### src/rtl/vga_vtim_meas.sv
// Measures sync/gate timing of an incoming video line and reports the
// vga_vtim programming values (N-1 encoded) with line-to-line lock detection.
module vga_vtim_meas #(
    parameter int LOCK_N = 2
) (
    input  logic        clk,
    input  logic        rst,
    input  logic        ena,
    input  logic        sync,
    input  logic        gate,
    output logic [7:0]  Tsync,
    output logic [7:0]  Tgdel,
    output logic [15:0] Tgate,
    output logic [15:0] Tlen,
    output logic        valid,
    output logic        locked,
    output logic        err
);

    localparam int LW = $clog2(LOCK_N + 1);
    localparam logic [LW-1:0] LOCK_MAX  = LW'(LOCK_N);
    localparam logic [16:0]   CNT8_MAX  = 17'h00100;
    localparam logic [16:0]   CNT16_MAX = 17'h10000;

    typedef enum logic [2:0] {
        IDLE,
        SYNC,
        GDEL,
        GATE,
        TAIL
    } state_t;

    state_t state, state_nx;

    logic          sync_q, gate_q;
    logic          sync_rise, sync_fall, gate_rise, gate_fall;
    logic [16:0]   cnt, cnt_nx;
    logic [16:0]   plen, plen_nx;
    logic [7:0]    tsync_w, tsync_nx;
    logic [7:0]    tgdel_w, tgdel_nx;
    logic [15:0]   tgate_w, tgate_nx;
    logic [15:0]   tlen_c;
    logic          commit, fault;
    logic          same_vals;
    logic [LW-1:0] lock_cnt, lock_nx;

    always_comb begin
        sync_rise = sync & ~sync_q;
        sync_fall = ~sync & sync_q;
        gate_rise = gate & ~gate_q;
        gate_fall = ~gate & gate_q;
    end

    // Line tracker: per-phase counters, overflow checks and commit/fault decisions
    always_comb begin
        state_nx = state;
        cnt_nx   = cnt;
        plen_nx  = (state == IDLE) ? plen : plen + 17'd1;
        tsync_nx = tsync_w;
        tgdel_nx = tgdel_w;
        tgate_nx = tgate_w;
        commit   = 1'b0;
        fault    = 1'b0;

        case (state)
            IDLE: begin
                if (sync_rise) begin
                    state_nx = SYNC;
                    cnt_nx   = 17'd1;
                    plen_nx  = 17'd1;
                end
            end
            SYNC: begin
                if (gate) begin
                    fault = 1'b1;
                end else if (sync_fall) begin
                    tsync_nx = 8'(cnt - 17'd1);
                    cnt_nx   = 17'd1;
                    state_nx = GDEL;
                end else if (cnt == CNT8_MAX) begin
                    fault = 1'b1;
                end else begin
                    cnt_nx = cnt + 17'd1;
                end
            end
            GDEL: begin
                if (sync_rise) begin
                    fault = 1'b1;
                end else if (gate_rise) begin
                    tgdel_nx = 8'(cnt - 17'd1);
                    cnt_nx   = 17'd1;
                    state_nx = GATE;
                end else if (cnt == CNT8_MAX) begin
                    fault = 1'b1;
                end else begin
                    cnt_nx = cnt + 17'd1;
                end
            end
            GATE: begin
                // A gate fall landing on the next sync rise still closes a good line
                if (gate_fall) begin
                    tgate_nx = 16'(cnt - 17'd1);
                    if (sync_rise) begin
                        commit = 1'b1;
                    end else begin
                        state_nx = TAIL;
                    end
                end else if (sync_rise) begin
                    fault = 1'b1;
                end else if (cnt == CNT16_MAX) begin
                    fault = 1'b1;
                end else begin
                    cnt_nx = cnt + 17'd1;
                end
            end
            TAIL: begin
                if (sync_rise) begin
                    commit = 1'b1;
                end
            end
            default: begin
                state_nx = IDLE;
            end
        endcase

        if ((state != IDLE) && !sync_rise && (plen == CNT16_MAX)) begin
            fault = 1'b1;
        end

        if (commit) begin
            state_nx = SYNC;
            cnt_nx   = 17'd1;
            plen_nx  = 17'd1;
        end

        // A faulting sync rise starts measuring the new line straight away
        if (fault) begin
            state_nx = sync_rise ? SYNC : IDLE;
            cnt_nx   = 17'd1;
            plen_nx  = 17'd1;
        end
    end

    always_comb begin
        tlen_c    = 16'(plen - 17'd1);
        same_vals = (lock_cnt != '0) &&
                    (tsync_w  == Tsync) && (tgdel_w == Tgdel) &&
                    (tgate_nx == Tgate) && (tlen_c  == Tlen);
        if (!same_vals) begin
            lock_nx = LW'(1);
        end else if (lock_cnt == LOCK_MAX) begin
            lock_nx = lock_cnt;
        end else begin
            lock_nx = lock_cnt + LW'(1);
        end
    end

    // valid/err are single-clock pulses even if ena drops right after the event
    always_ff @(posedge clk) begin
        if (rst) begin
            state    <= IDLE;
            sync_q   <= 1'b0;
            gate_q   <= 1'b0;
            cnt      <= '0;
            plen     <= '0;
            tsync_w  <= '0;
            tgdel_w  <= '0;
            tgate_w  <= '0;
            Tsync    <= '0;
            Tgdel    <= '0;
            Tgate    <= '0;
            Tlen     <= '0;
            valid    <= 1'b0;
            err      <= 1'b0;
            locked   <= 1'b0;
            lock_cnt <= '0;
        end else begin
            valid <= 1'b0;
            err   <= 1'b0;
            if (ena) begin
                sync_q  <= sync;
                gate_q  <= gate;
                state   <= state_nx;
                cnt     <= cnt_nx;
                plen    <= plen_nx;
                tsync_w <= tsync_nx;
                tgdel_w <= tgdel_nx;
                tgate_w <= tgate_nx;
                if (commit) begin
                    Tsync    <= tsync_w;
                    Tgdel    <= tgdel_w;
                    Tgate    <= tgate_nx;
                    Tlen     <= tlen_c;
                    valid    <= 1'b1;
                    lock_cnt <= lock_nx;
                    locked   <= (lock_nx >= LOCK_MAX);
                end
                if (fault) begin
                    err      <= 1'b1;
                    lock_cnt <= '0;
                    locked   <= 1'b0;
                end
            end
        end
    end

endmodule

### config.mk
export PLATFORM = sky130hd
export DESIGN_NAME = vga_vtim_meas
export DESIGN_NICKNAME = d
export VERILOG_FILES = /design/src/rtl/vga_vtim_meas.sv
export SDC_FILE = /design/constraint.sdc
export NUM_CORES = 1
export LEC_CHECK = 0
export CORE_MARGIN = 3
export CORE_UTILIZATION = 25
export DETAILED_ROUTE_END_ITERATION = 16
export GPL_TIMING_DRIVEN = 0
export PLACE_DENSITY = 0.46
export SLEW_MARGIN = 30
export SYNTH_ARGS = -nofsm -noshare
export SYNTH_HDL_FRONTEND = slang
export SYNTH_SLANG_ARGS = --single-unit
export TNS_END_PERCENT = 50
### constraint.sdc
create_clock -name clk -period 2.9 [get_ports clk]
set_clock_uncertainty 0.15 [all_clocks]
set_input_delay 0.435 -clock clk [delete_from_list [all_inputs] [get_ports clk]]
set_output_delay 0.435 -clock clk [all_outputs]
set_load 0.02 [all_outputs]
==> results.py <==
metrics = {
    "placement": {
        "place_inst": 1383,
        "place_hpwl_mm": 21.4,
        "post-place-ws_ps": -1140,
        "port-buffer-count": 54,
        "place.gp.congestion": 0.889,
    },
    "cts": {
        "cts_max_level": 4,
        "ctsHoldBuffers": 0,
        "insertion_delay_ps": 430,
        "path_clk_slew_ps": 60,
        "clock_sinks": 124,
        "cts_made_buffers": 17,
        "max-clock-path-buffers": 2,
        "cts_root_buf": "clkbuf_16",
        "cts_tree": "yes",
    },
    "setup_path": {
        "crit_buf_inv": 2,
        "cp.required_ps": 3090,
        "cpPeakStageDelay_ps": 610,
        "slowest_stage": "or4_4",
        "path_common_cell": "or4_4",
        "arrival_ps": 3200,
        "rr_worst_depth": 9,
        "critPathCaptureType": "register",
        "start_kind": "register",
        "reg2reg_slack_ps": -110,
        "critical_path.cell_chain": "or4_4 > nor4_4 > a31oi_2 > o2111ai_4 > buf_6 > o21bai_4 > buf_8 > or4_4 > a21oi_2",
        "cpLargestDelayFamily": "simple AND/OR/NAND/NOR gates",
        "worst-path-stages": 9,
        "crit_path_max_fanout": 4,
        "critPathKind": "reg2reg",
    },
    "synth": {
        "netlist_instances": 945,
        "yosys-top-cells-area": "dfxtp_1 34%, a211oi_1 5.4%, nand2_1 5.3%, a21oi_1 5.0%, nor2_1 5.0%",
        "synth.top_cells.by_count": "124 x dfxtp_1, 104 x nand2_1, 98 x nor2_1",
        "ys_types": 75,
        "avgSynthCellArea_um2": 7.80,
        "yosysMostFrequentCell": "dfxtp_1",
        "synth_top_cell_by_area": "dfxtp_1",
        "synth_nets": 957,
        "ys_warn_count": 0,
        "synth_edf_count": 0,
        "synth_top_area_share_pct": 33.7,
        "ys_ff_latch": 124,
        "async_reset_ff_share_pct": 0,
        "synth_ff_type": "dfxtp_1",
        "syn_area_mm2": 0.00737,
        "ys_seq_area_share_pct": 33.7,
    },
    "timing": {
        "post-route-period-util_pct": 104,
        "slew_headroom_pct": 33.0,
        "maxSlewViolCount": 0,
        "rsz0062_at_grt": "true",
        "worst_pin_slew_ps": 1010,
        "finalHoldViolations": 0,
        "timing.fmax_mhz": 332,
        "min_period_ps": 3010,
        "worst_slack_ps": -110,
        "setup_viol": 4,
    },
    "global_route": {
        "grt_pass1_wl_mm": 45.5,
        "grt_pass1_vias": 7321,
        "grtUsageMet2_pct": 29.9,
        "antenna_found_initial": 0,
        "grt_max_degree": 17,
        "grt.total_usage_pct": 18.9,
        "grt-ovfl-total": 0,
        "grt_use_met3_pct": 3.17,
        "grt_busiest_layer": "met2",
        "use_met1_pct": 26.8,
    },
    "detailed_routing": {
        "vias": 7541,
        "wl_per_cell_um": 20.6,
        "ant_nets": 0,
        "drt_iter0_drc": 734,
        "drt_wl_total_mm": 29.8,
        "viasPerCell": 5.22,
        "drc": 0,
        "dr.pass1.iters": 5,
    },
    "power_and_ir_drop": {
        "power.share.switching_pct": 32.0,
        "power.internal_uw": 3750,
        "total_power_uw": 5520,
        "clock_power_share_pct": 39.8,
        "p_leak_uw": 0.00342,
        "seqPwrFrac_pct": 31.9,
        "power_density_mw_per_mm2": 555,
        "max-vdd-ir-drop_v": 0.000419,
        "switching_power_uw": 1760,
        "p_comb_share_pct": 28.3,
    },
    "floorplanning": {
        "coreArea_mm2": 0.0289,
        "die_x_um": 178,
        "start_util_pct": 25.5,
        "die_y_um": 178,
        "num_rows": 62,
        "io_pins": 56,
        "die_area_mm2": 0.0316,
    },
    "cells_and_area": {
        "fin_util_pct": 34.4,
        "nNetsFinal": 1060,
        "n_antenna_cell": 0,
        "drive_above_1_share_pct": 19.5,
        "final_cells": 1445,
        "area_delta_synth_final_pct": 34.9,
    },
    "worst_hold_path": {
        "min_path_type": "in2reg",
        "hold_depth": 3,
    },
    "run_status": {
        "outcome": "finished with violations",
        "violations": "setup timing",
    },
    "job": {
        "drv_cap": 0,
    },
}
## cell families (layout without fill, tap and decap cells)
family                   after synthesis  count (layout)  share of synthesized area, %
AO/OA/AOI/OAI                        238             238                          22.0
flip-flops                           124             124                          33.7
XOR/XNOR                              72              72                          8.75
AND/OR/NAND/NOR                      389             389                          26.8
adder cells (fa/ha/maj)                7               7                          1.19
multiplexers                          10              10                          1.38
buffers and inverters                105             221                          6.15
## stage by stage
stage                     instance area (µm²)  TNS, ps  hold WS (ps)
after floorplan                          7400        0           279
after global placement                   8420   -78600           295
after detailed placement                 8430   -77650           296
after CTS                                9640     -930           309
after global routing                     9940    -1150           306
final                                    9940     -341           238
## power by group through the flow
stage / Sequential [µW] / Clock, µW / Combinational (µW)
floorplan: 1780 / 0 / 762
global placement: 1780 / 0 / 1100
detailed placement: 1780 / 0 / 1100
CTS: 1750 / 2240 / 1420
global route: 1760 / 2320 / 1660
finish: 1760 / 2200 / 1560
## routing by layer
| metal | up-vias | wire length, µm |
|---|---|---|
| li1 | 3623 | - |
| met1 | 3665 | 14300 |
| met2 | 218 | 13700 |
| met3 | 35 | 1280 |
| met4 | 0 | 523 |
| met5 | - | 0 |
## final cells by class
type | instances | area (µm²)
sequential | 124 | 2510
buffer | 66 | 378
fill | 3045 | 18900
tap | 384 | 480
timing repair buffer | 99 | 973
clock inverter | 11 | 134
multi-input combinational | 716 | 4900
inverter | 24 | 97.6
clock buffer | 21 | 470
## repair_timing
item / in CTS / in global routing
pin swaps: 35 / 21
setup endpoints to repair: 110 / 98
gates resized for setup: 103 / 75
gates cloned: 2 / 1
setup buffers: 28 / 18
## state kept, by name, summed over array words and instances (netlist names), 2 cells and up
| name | flops |
|---|---|
| tgate_w | 16 |
| Tlen | 16 |
| lock_cnt | 2 |
| plen | 17 |
| Tgdel | 8 |
| tsync_w | 8 |
| cnt | 17 |
| Tgate | 16 |
| Tsync | 8 |
| state | 3 |
| tgdel_w | 8 |
## placed cells by master (no fill, tap or decap), drive strengths merged, types with 9 or more instances in the layout
| master | Yosys | layout |
|---|---|---|
| nand2b | 14 | 14 |
| a311oi | 13 | 13 |
| nand3 | 20 | 20 |
| and3 | 14 | 14 |
| nor2 | 98 | 98 |
| o21ai | 33 | 33 |
| or3 | 12 | 12 |
| a21oi | 74 | 74 |
| clkdlybuf4s50 | 0 | 52 |
| nand4 | 12 | 12 |
| buf | 19 | 65 |
| nand2 | 104 | 104 |
| dfxtp | 124 | 124 |
| nor3 | 37 | 37 |
| a211oi | 53 | 53 |
| xnor2 | 41 | 41 |
| nor4 | 17 | 17 |
| clkbuf | 62 | 67 |
| mux2i | 9 | 9 |
| a31oi | 11 | 11 |
| xor2 | 30 | 30 |
| nand3b | 16 | 16 |
| or4 | 14 | 14 |
| inv | 24 | 26 |
## worst paths after layout
path,from,end
worst max-delay path,cnt[7],cnt[1]
worst min-delay path,sync,sync_q
worst max register to register,cnt[7],cnt[1]
worst min register to register,lock_cnt[1],lock_cnt[1]
## tightest hold or removal path, delay by kind of cell
family,cells,cell delay (ps)
buffers and inverters,1,170
muxes,1,100
and+or+nand+nor,1,70
(Power assumes the default switching activity.)
==> RTL edit 1, RTL diff (config.mk and constraints unchanged) <==
`LOCK_N`: 2 -> 8.
--- a/src/rtl/vga_vtim_meas.sv
+++ b/src/rtl/vga_vtim_meas.sv
@@ -3,3 +3,3 @@
 module vga_vtim_meas #(
-    parameter int LOCK_N = 2
+    parameter int LOCK_N = 8
 ) (
Behaviour: same outputs for any inputs over 4 cycles, from zero or initial values and one cycle with rst high; that may be too few to reach the edited logic, so the function may still have changed.
==> RTL edit 1 against the unedited design <==
Wire length is 6.8% lower; die area shrank 1.3%; the flow still finishes with violations (negative setup slack); total power up 4.0%; first-iteration DRC count grew 0.95%; worst setup slack lost 0.13 ns; final area decreased by 1.4%; sequential cell count rose by 2; synthesized area fell by 1.4%; non-clock buffer count is 3 lower; largest cell class unchanged.
==> RTL edit 1: results (changes against the unedited design) <==
| Metric | Value |
|---|---|
| Path type of the worst min-delay path | reg2reg (was in2reg) |
| Clkbuf count | 18 (was 21) |
| Switching Power | 2020 uW (was 1760 uW) |
| Initial DRC Count | 741 (was 734) |
| Worst flop-to-flop path startpoint | plen[0]$_SDFFE_PP0P_ (was cnt[7]$_SDFFE_PP0P_) |
| Comb pwr | 1930 uW (was 1560 uW) |
| Worst vdd ir | 0.466 mV (was 0.419 mV) |
| Fin cells | 1417 (was 1445) |
| # setup viols final | 8 (was 4) |
| Synth cell count leaders | dfxtp_1 (126), nor2_1 (105), nand2_1 (92) (was dfxtp_1 (124), nand2_1 (104), nor2_1 (98)) |
| Multi-input combinational area share | 50.3% (was 49.3%) |
| DP Worst Slack | -1.59 ns (was -1.14 ns) |
| Static Leak | 0.00333 uW (was 0.00342 uW) |
| Yosys reg bits | 126 (was 124) |
| Worst path max stage delay | 0.63 ns (was 0.61 ns) |
| Final GP Congestion | 0.865 (was 0.889) |
| Nonclk buf count | 162 (was 165) |
| Vias in the first global route | 6971 (was 7321) |
| Largest cells by area after synthesis | dfxtp_1 (35%), a21oi_1 (5.6%), xnor2_1 (5.5%) (was dfxtp_1 (34%), a211oi_1 (5.4%), nand2_1 (5.3%)) |
| PnR worst setup slack | -0.243 ns (was -0.110 ns) |
| # fillers | 2951 (was 3045) |
| Ratio of cells with drive above 1 in the final layout | 20.7% (was 19.5%) |
| Setup TNS | -0.990 ns (was -0.341 ns) |
| Global-route wire length before repair | 42100 um (was 45500 um) |
| Status | complete, but fails checks (unchanged) |
| Seq. pwr | 1800 uW (was 1760 uW) |
| Syn Inst Count | 924 (was 945) |
| Worst Max-Slew Pin Slew | 0.916 ns (was 1.01 ns) |
| Failing checks | negative setup slack (unchanged) |
| Critical Path Fanout Max | 7 (was 4) |
| Routed WL | 27800 um (was 29800 um) |
| Design Power | 5730 uW (was 5520 uW) |
| Multi-input comb cells | 700 (was 716) |
| Post-synthesis net count | 937 (was 957) |
| Via count | 7426 (was 7541) |
| Non-clk buf share | 12.6% (was 13.6%) |
-- RTL edit 1: how the worst min path moves through the flow --
| stage | cells after the start | end | slack, ns | start |
|---|---|---|---|---|
| after floorplan | 1 | plen[16]$_SDFFE_PP0P_ | 0.30 | plen[16]$_SDFFE_PP0P_ |
| after global placement | 2 | locked$_SDFFE_PP0P_ | 0.30 | locked$_SDFFE_PP0P_ |
| after detailed placement | 2 | locked$_SDFFE_PP0P_ | 0.30 | locked$_SDFFE_PP0P_ |
| after CTS | 2 | locked$_SDFFE_PP0P_ | 0.31 | locked$_SDFFE_PP0P_ |
| after global routing | 2 | locked$_SDFFE_PP0P_ | 0.36 | locked$_SDFFE_PP0P_ |
| final | 2 | locked$_SDFFE_PP0P_ | 0.31 | locked$_SDFFE_PP0P_ |
-- RTL edit 1: per-layer routing --
metal	wire length [um]	global-route usage [%]	share of wire, %	up-vias
met2	12600	27.2	45	228
li1	-	-	-	3538
met3	1540	3.29	5.6	32
met5	0	0	0	-
met4	552	5.20	2.0	0
met1	13100	24.7	47	3628
-- RTL edit 1: repair_timing --
item,CTS,global route
cloned,1,2
setup buffers,22,18
setup endpoints to repair,105,44
pin swaps,24,30
hold buffers,0,0
resized for setup,88,78
-- RTL edit 1: cell families (layout without fill, tap and decap cells) --
group / after synthesis / in the layout / share of synthesized area [%]
XOR/XNOR: 65 / 65 / 8.82
AO/OA/AOI/OAI: 242 / 242 / 21.8
AND/OR/NAND/NOR: 375 / 375 / 26.4
multiplexers: 10 / 10 / 1.39
adder cells (fa/ha/maj): 8 / 8 / 1.38
buffers and inverters: 98 / 213 / 5.54
flip-flops: 126 / 126 / 34.7
==> RTL edit 2, RTL diff (same settings) <==
Without the edit above. Put one more register stage on the output `valid`, without a reset. The value now appears one clock later. The other outputs are not delayed to match.
--- a/src/rtl/vga_vtim_meas.sv
+++ b/src/rtl/vga_vtim_meas.sv
@@ -32,2 +32,4 @@
 
+    logic valid_s0;
+
     state_t state, state_nx;
@@ -172,3 +174,3 @@
             Tlen     <= '0;
-            valid    <= 1'b0;
+            valid_s0 <= 1'b0;
             err      <= 1'b0;
@@ -177,3 +179,3 @@
         end else begin
-            valid <= 1'b0;
+            valid_s0 <= 1'b0;
             err   <= 1'b0;
@@ -193,3 +195,3 @@
                     Tlen     <= tlen_c;
-                    valid    <= 1'b1;
+                    valid_s0 <= 1'b1;
                     lock_cnt <= lock_nx;
@@ -206,2 +208,6 @@
 
+    always_ff @(posedge clk) begin
+        valid <= valid_s0;
+    end
+
 endmodule
Formal check against the unedited RTL: no difference found for any inputs over 4 cycles, from zero or initial values and one cycle with rst high; that may be too few to reach the edited logic, so the function may still have changed.
==> RTL edit 2 against the unedited design <==
The run still ends with negative setup slack left; final area down 0.82%; synthesized area up 0.78%; synthesized cell count up 0.42%; critical path depth up 4; wire length about the same; core utilization down 0.46 points; first-iteration DRC count down 21%; sequential cell count up 1; worst setup slack worse by 0.27 ns; total power down 5.5%.
==> RTL edit 2: results (changes against the unedited design) <==
| Metric | Value |
|---|---|
| Final clock-cell share | 5.83% (was 6.08%) |
| Vias per cell | 5.32 (was 5.22) |
| PnR worst setup slack | -0.378 ns (was -0.110 ns) |
| Non-clk buf share | 12.9% (was 13.6%) |
| Nonclk buf count | 164 (was 165) |
| Gr usage total | 18.8% (was 18.9%) |
| Status | complete, but fails checks (unchanged) |
| Placed Instances | 1391 (was 1383) |
| Worst Reg-to-Reg Cells | 13 (was 9) |
| Largest cells by area after synthesis | dfxtp_1 (34%), nor2_1 (5.4%), a211oi_1 (5.1%) (was dfxtp_1 (34%), a211oi_1 (5.4%), nand2_1 (5.3%)) |
| Worst flop-to-flop path startpoint | cnt[0]$_SDFFE_PP0P_ (was cnt[7]$_SDFFE_PP0P_) |
| Multi-input gate area | 4940 um^2 (was 4900 um^2) |
| Crit path capture | cnt[16]$_SDFFE_PP0P_ (was cnt[1]$_SDFFE_PP0P_) |
| Static Leak | 0.00347 uW (was 0.00342 uW) |
| Worst vdd ir | 0.393 mV (was 0.419 mV) |
| Fin cells | 1454 (was 1445) |
| Critical Path Fanout Max | 6 (was 4) |
| Vias in the first global route | 7252 (was 7321) |
| WL per Instance | 20.5 um (was 20.6 um) |
| Worst Max-Slew Pin Slew | 1.05 ns (was 1.01 ns) |
| Global-route wire length before repair | 45200 um (was 45500 um) |
| Post-synthesis cell type count | 73 (was 75) |
| Routed wl met2 | 13800 um (was 13700 um) |
| Seq_cells | 125 (was 124) |
| Delay-heaviest family, CP | compound AO/OA/AOI/OAI gates (was simple AND/OR/NAND/NOR gates) |
| Post-layout util | 34.0% (was 34.4%) |
| Setup TNS | -9.35 ns (was -0.341 ns) |
| Met3 Use GR | 3.47% (was 3.17%) |
| Hold path depth | 0 (was 3) |
| Async set or reset register ratio after synthesis | 0% (unchanged) |
| Met3 WL | 1470 um (was 1280 um) |
| Ratio of cells with drive above 1 in the final layout | 17.5% (was 19.5%) |
| Hold Crit Endpoint | valid$_DFF_P_ (was sync_q$_SDFFE_PP0P_) |
| Crit path DAT | 3.47 ns (was 3.20 ns) |
| Initial DRC Count | 582 (was 734) |
| DP Area | 8520 um^2 (was 8430 um^2) |
| Final hold slack | 0.172 ns (was 0.238 ns) |
| Drt pass-1 iters | 7 (was 5) |
| Multi-input comb cells | 727 (was 716) |
| Hold path start | valid_s0$_SDFF_PP0_ (was sync) |
| PortBufs | 55 (was 54) |
| Path type of the worst min-delay path | reg2reg (was in2reg) |
| DP HPWL | 21700 um (was 21400 um) |
| Failing checks | negative setup slack (unchanged) |
| CTS resizes | 93 (was 103) |
| Slowest-stage cell, CP | or4b_4 (was or4_4) |
| Worst path max stage delay | 0.50 ns (was 0.61 ns) |
| # nets final | 1069 (was 1060) |
| Post-synthesis net count | 961 (was 957) |
| Sequential cell area | 2510 um^2 (about the same) |
| # fillers | 3089 (was 3045) |
| Synth cell count leaders | dfxtp_1 (125), nor2_1 (107), nand2_1 (94) (was dfxtp_1 (124), nand2_1 (104), nor2_1 (98)) |
| # setup viols final | 39 (was 4) |
| Post-CTS setup repair buffer count | 26 (was 28) |
RTL edit 2: cell count changes after synthesis, moves of 9 or more:
cell,before,now
nor2b_1,4,14
nor3_1,37,23
nor2_1,98,107
nand4_1,12,22
nand2_1,104,94
xor2_1,30,19
nand3b_1,16,5
RTL edit 2: power by group:
group	internal, uW	leakage [uW]	total, uW	switching, uW
combinational	513	0.00218	1290	781
clock	1220	0.000277	2140	918
sequential	1740	0.00101	1780	33.5
total	3480	0.00347	5210	1730
RTL edit 2: cell families (layout without fill, tap and decap cells):
| family | Yosys count | after routing | share of synthesized area [%] |
|---|---|---|---|
| simple gates | 405 | 406 | 28.0 |
| compound gates | 241 | 241 | 22.4 |
| flops | 125 | 125 | 33.7 |
| buf+inv | 98 | 218 | 5.39 |
| xor+xnor | 60 | 60 | 7.45 |
| mux | 13 | 13 | 1.80 |
| fa+ha+maj | 7 | 7 | 1.18 |
